`src/rtl/register_file.sv`:
```
// Register file with two combinational read ports, one write port with
// same-cycle bypass, and a per-register pending scoreboard driving decode stall.
module register_file #(
  parameter int DATA_SIZE = 32,
  parameter int GPR_SIZE  = 3
) (
  input  logic                     clock,
  input  logic                     reset,
  input  logic [GPR_SIZE-1:0]      read_address0,
  input  logic [GPR_SIZE-1:0]      read_address1,
  input  logic                     read_enable0,
  input  logic                     read_enable1,
  output logic [DATA_SIZE-1:0]     read_data0,
  output logic [DATA_SIZE-1:0]     read_data1,
  input  logic                     write_enable,
  input  logic [GPR_SIZE-1:0]      write_address,
  input  logic [DATA_SIZE-1:0]     write_data,
  input  logic                     reserve_enable,
  input  logic [GPR_SIZE-1:0]      reserve_address,
  output logic                     stall,
  output logic [(2**GPR_SIZE)-1:0] pending
);

  localparam int NREGS = 2 ** GPR_SIZE;

  logic [DATA_SIZE-1:0] regs_q [NREGS];
  logic [DATA_SIZE-1:0] regs_d [NREGS];
  logic [NREGS-1:0]     pending_q;
  logic [NREGS-1:0]     pending_d;

  logic bypass0;
  logic bypass1;
  logic hazard0;
  logic hazard1;

  // Decode handshake: a port is consumed only when read_enableN=1 and stall=0;
  // a same-cycle writeback to the read register resolves the hazard.
  assign bypass0 = write_enable && (write_address == read_address0);
  assign bypass1 = write_enable && (write_address == read_address1);

  assign read_data0 = bypass0 ? write_data : regs_q[read_address0];
  assign read_data1 = bypass1 ? write_data : regs_q[read_address1];

  assign hazard0 = read_enable0 && pending_q[read_address0] && !bypass0;
  assign hazard1 = read_enable1 && pending_q[read_address1] && !bypass1;
  assign stall   = hazard0 || hazard1;
  assign pending = pending_q;

  always_comb begin
    regs_d = regs_q;
    if (write_enable) begin
      regs_d[write_address] = write_data;
    end
  end

  // Clear before set so an accepted reservation wins over a same-cycle write.
  always_comb begin
    pending_d = pending_q;
    if (write_enable) begin
      pending_d[write_address] = 1'b0;
    end
    if (reserve_enable && !stall) begin
      pending_d[reserve_address] = 1'b1;
    end
  end

  always_ff @(posedge clock) begin
    if (reset) begin
      for (int i = 0; i < NREGS; i++) begin
        regs_q[i] <= '0;
      end
      pending_q <= '0;
    end else begin
      regs_q    <= regs_d;
      pending_q <= pending_d;
    end
  end

endmodule

```
`config.mk`:
```
export PLATFORM = sky130hd
export DESIGN_NAME = register_file
export DESIGN_NICKNAME = d
export VERILOG_FILES = /design/src/rtl/register_file.sv
export SDC_FILE = /design/constraint.sdc
export NUM_CORES = 1
export LEC_CHECK = 0
export CAP_MARGIN = 5
export CORE_MARGIN = 10
export CORE_UTILIZATION = 55
export CTS_CLUSTER_SIZE = 8
export DETAILED_ROUTE_END_ITERATION = 6
export GPL_ROUTABILITY_DRIVEN = 0
export GPL_TIMING_DRIVEN = 0
export PLACE_DENSITY = 0.78
export SYNTH_ARGS = -nofsm -noshare
export SYNTH_HDL_FRONTEND = slang
export SYNTH_SLANG_ARGS = --single-unit
```
`constraint.sdc`:
```
create_clock -name clock -period 3.5 [get_ports clock]
set_input_delay 1.05 -clock clock [delete_from_list [all_inputs] [get_ports clock]]
set_output_delay 1.05 -clock clock [all_outputs]
set_load 0.005 [all_outputs]
```
# Yosys cells after proc, flatten, opt, wreduce, memory -nomap -nowiden
# Index checks and enable logic that the tools add are counted.
# W data, S select, Z words.
[classes]
n_eq_ne = 2
add_sub_neg = 0
mul = 0
n_bitwise = 6
n_shift = 0
order_cmp = 10
n_div = 0
mux = 21
n_reduce_logical = 14
[op_table]
columns = ["cell", "n"]
rows = [
  ["$bwmux W256", 1],
  ["$mux W32", 7],
  ["$bmux W32 S3", 2],
  ["$demux W32 S3", 1],
  ["$lt A3 B4 Y1 const B", 4],
  ["$mux W8", 2],
  ["$ge A4 B4 Y1 const B", 3],
  ["$not A3 Y4", 3],
  ["$logic_and A1 B1 Y1", 10],
  ["$and A8 B8 Y8", 1],
  ["$not A8 Y8", 1],
  ["$or A8 B8 Y8", 1],
  ["$bmux W1 S3", 2],
  ["$demux W1 S3", 2],
  ["$eq A3 B3 Y1", 2],
  ["$ge A3 B1 Y1 const B", 2],
  ["$lt A4 B1 Y1 const B", 1],
  ["$mux W1", 4],
  ["$logic_not A1 Y1", 3],
  ["$logic_or A1 B1 Y1", 1],
]
[totals]
latch_bits = 0
ramBits = 0
ff_bits = 264
in_bits = 50
memories = 0
wordCells = 62
romBits = 0

# Logic depth before layout (Yosys ltp)
[logic_depth]
word_depth = 9
ltp_mapped = 7
mapped_depth_nobuf = 5

# Worst setup path before layout
# No wires, ideal clock.
[synth_timing]
path_kind = "in2out"
startpoint = "input read_address0[1]"
endpoint = "output read_data0[10]"
arrival_ns = 2.240
n_path_buf = 2
stages = 5
required_ns = 2.450
path_slack_ns = 0.210
path_cell_list = "buf_2 buf_2 mux4_2 mux2i_1 a21oi_1"
[synth_via]
elab_chain_len = 5
word_cells_on_any_way = 7
[synth_lines]
columns = ["element", "line_no", "source"]
rows = [
  ["from (decl)", "9", "input logic [GPR_SIZE-1:0] read_address0,"],
  ["$not A3 Y4 (not written as such)", "41", "assign read_data0 = bypass0 ? write_data : regs_q[read_address0];"],
  ["$bmux W32 S3", "41", ""],
  ["$mux W32 (not written as such) (2 in a row)", "41", ""],
  ["$mux W32 *", "41", ""],
  ["to (decl)", "13", "output logic [DATA_SIZE-1:0] read_data0,"],
]
# Mark *: on every way between the ends. The rest lies on a longest branch, timed or not. The select of a mux whose other input is x is not followed.

# Worst setup path in the final report
[layout_timing]
startpoint = "input write_address[1]"
endpoint = "output read_data0[5]"
[layout_via]
elab_chain_len = 3
[layout_lines]
columns = ["element", "line_no", "source"]
rows = [
  ["from (decl)", "16", "input logic [GPR_SIZE-1:0] write_address,"],
  ["$eq A3 B3 Y1", "38", "assign bypass0 = write_enable && (write_address == read_address0);"],
  ["$logic_and A1 B1 Y1", "38", ""],
  ["$mux W32", "41", ""],
]
# Every way passes these cells.

==> metrics.csv <==
metric;value;unit
clock_tree.buffer_depth;3;
final-setup-viol-count;9;
drt_iter0_drc;2869;
stdcell_area;17800;um^2
dieWidth;179;um
fin_nets;1840;
drive_gt1_share;22.9;%
tritoncts;yes;
core_region_area;24500;um^2
ys_warn_count;0;
syn_to_final_growth;28.3;%
rsz0062_at_grt;true;
leakagePower;0.00636;uW
synth_area_leaders;dfxtp_1 (38%), mux4_2 (21%), nand2_1 (14%);
cts_buffers;38;
yosysSeqAreaShare;38.2;%
start_util;56.4;%
min_period_over_period;101;%
yosysTopAreaCellShare;38.2;%
placedInstanceArea;15100;um^2
final_max_slew_viol_count;0;
drv_cap;0;
vias_per_cell;6.98;
p_per_area;426;nW/um^2
post-route-util;72.4;%
vias;14800;
outcome;complete, but fails checks;
die_area;31900;um^2
cts_sinks;264;
io_buffers;81;
worstPathRequired;2.45;ns
highest-signal-layer;met5;
peakVddDrop;0.000340;V
die_y;179;um
fin_skew;0.000284;ns
cts_max_level;2;
root_buffer;clkbuf_16;
critical_path_class;primary input to primary output;
timing.critical_path.fanout_max;10;
hold_buffers;0;
cp-end-kind;primary output;
syn-num-nets;1652;
synth_area;13800;um^2
path_clk_slew;0.05;ns
insertion_delay;0.52;ns
antenna_found_initial;4;
worst_slack;-0.0522;ns
final_common_cell;nand2_1;
grt_pass1_wl;81700;um
antenna_left;0;
overflow;0;
grt_max_degree;11;
hold_violations;0;
max_slew.worst_pin.slew;1.02;ns
wl_met1;19000;um
drc;3;
start_kind;primary input;
ioPinCount;123;
first_global_vias;14100;
wl_met3;8800;um
clock.fmax;282;MHz
final_cell_mix;nand2_1 (523), a21oi_1 (298), dfxtp_1 (264);
ys_seq_elements;264;
syn_area_per_cell;8.64;um^2
hold_path_class;flip-flop to flip-flop;
firstDrtPassIters;7;
met2_wirelength;25800;um
dpl.hpwl;32900;um
violations;DRC, setup timing;
yosysTopAreaCell;dfxtp_1;
rows;57;
fin_crit;3.55;ns
cp_data_arrival_time;2.50;ns
synthCells;1602;
track_usage;33.4;%
max_slew_margin;32.1;%
synth.distinct_cells;33;
wl_per_cell;27.5;um
routed_wl;58200;um
==> cell usage after synthesis <==
cell,number
nand2_1,523
inv_1,3
o311ai_2,1
nand4_1,4
o21ai_0,1
nor3b_1,1
nor2_1,72
o21ai_2,1
mux2_1,1
nor2b_1,6
o2111ai_1,1
o21ai_1,2
mux4_2,128
o32ai_1,2
nand3_1,8
buf_2,60
dfxtp_1,264
nand2b_1,4
xnor2_1,6
mux2i_1,68
buf_1,8
o31ai_1,4
o31a_1,1
buf_6,2
mux2_4,1
nor3_2,1
a22oi_1,1
a21oi_1,320
nand3b_1,7
nor3_1,2
buf_4,3
clkbuf_1,95
o311ai_1,1
==> power breakdown <==
group | internal [uW] | total, uW | switching [uW] | leakage, uW
Sequential | 3080 | 3130 | 52.9 | 0.00214
Combinational | 491 | 1130 | 640 | 0.00374
Clock | 1950 | 3300 | 1360 | 0.000485
Total | 5520 | 7560 | 2050 | 0.00636
==> per-layer routing <==
layer	up-vias	track usage, %
met5	-	0
met2	1551	51.9
met1	6875	40.2
li1	5895	-
met4	2	21.1
met3	457	9.73
==> per-stage QoR <==
stage          hold WS (ns)  setup TNS [ns]  instances  worst slack, ns  total power, uW
6_report              0.466          -0.114       2116          -0.0522             7560
5_1_grt               0.484          -0.285       2115          -0.0429             7660
4_1_cts               0.466          -0.327       2093           -0.188             7380
3_5_place_dp          0.459          -72.51       2007            -1.31             4040
3_3_place_gp          0.449          -71.90       2007            -1.27             4030
2_1_floorplan         0.443               0       1602            0.210             3690
==> flip-flops by register name, summed over array words and instances (netlist names) <==
signal	flops
pending	8
regs_q	256
==> repair_timing <==
item / in CTS / in global routing
gates resized for setup: 371 / 79
setup endpoints to repair: 65 / 64
pin swaps: 8 / 14
gates cloned: 9 / 4
hold endpoints to repair: 0 / 0
setup buffers: 37 / 18
==> worst paths after layout <==
path | startpoint | slack (ns) | cells after the start | endpoint
max | write_address[1] | -0.05 | 9 | read_data0[5]
max reg2reg | pending[2] | 1.87 | 6 | pending[2]
min | regs_q[59] | 0.47 | 2 | regs_q[59]
min reg2reg | regs_q[59] | 0.47 | 2 | regs_q[59]
==> layout make-up <==
| class | count | area (um^2) |
|---|---|---|
| clock inverter | 1 | 8.76 |
| buffer | 167 | 1350 |
| timing repair buffer | 149 | 1530 |
| clock buffer | 39 | 976 |
| fill | 1654 | 6780 |
| sequential | 264 | 5290 |
| multi-input combinational | 1167 | 8180 |
| inverter | 3 | 11.3 |
| antenna | 2 | 5.00 |
| tap | 324 | 405 |
==> logic make-up after synthesis <==
group / after synthesis / synth area share [%]
compound gates: 335 / 12.5
xor+xnor: 6 / 0.380
buf+inv: 171 / 5.37
flops: 264 / 38.2
mux: 198 / 25.9
simple gates: 628 / 17.6
==> worst max-delay path: stages <==
cell             delay [ns]
buf_4                  0.16
xnor2_2                0.17
nand4_1                0.20
buf_4                  0.21
buf_6                  0.14
clkbuf_16              0.17
nor2_1                 0.11
a21oi_1                0.06
clkdlybuf4s15_1        0.21
Power figures use the tool's default switching activity.
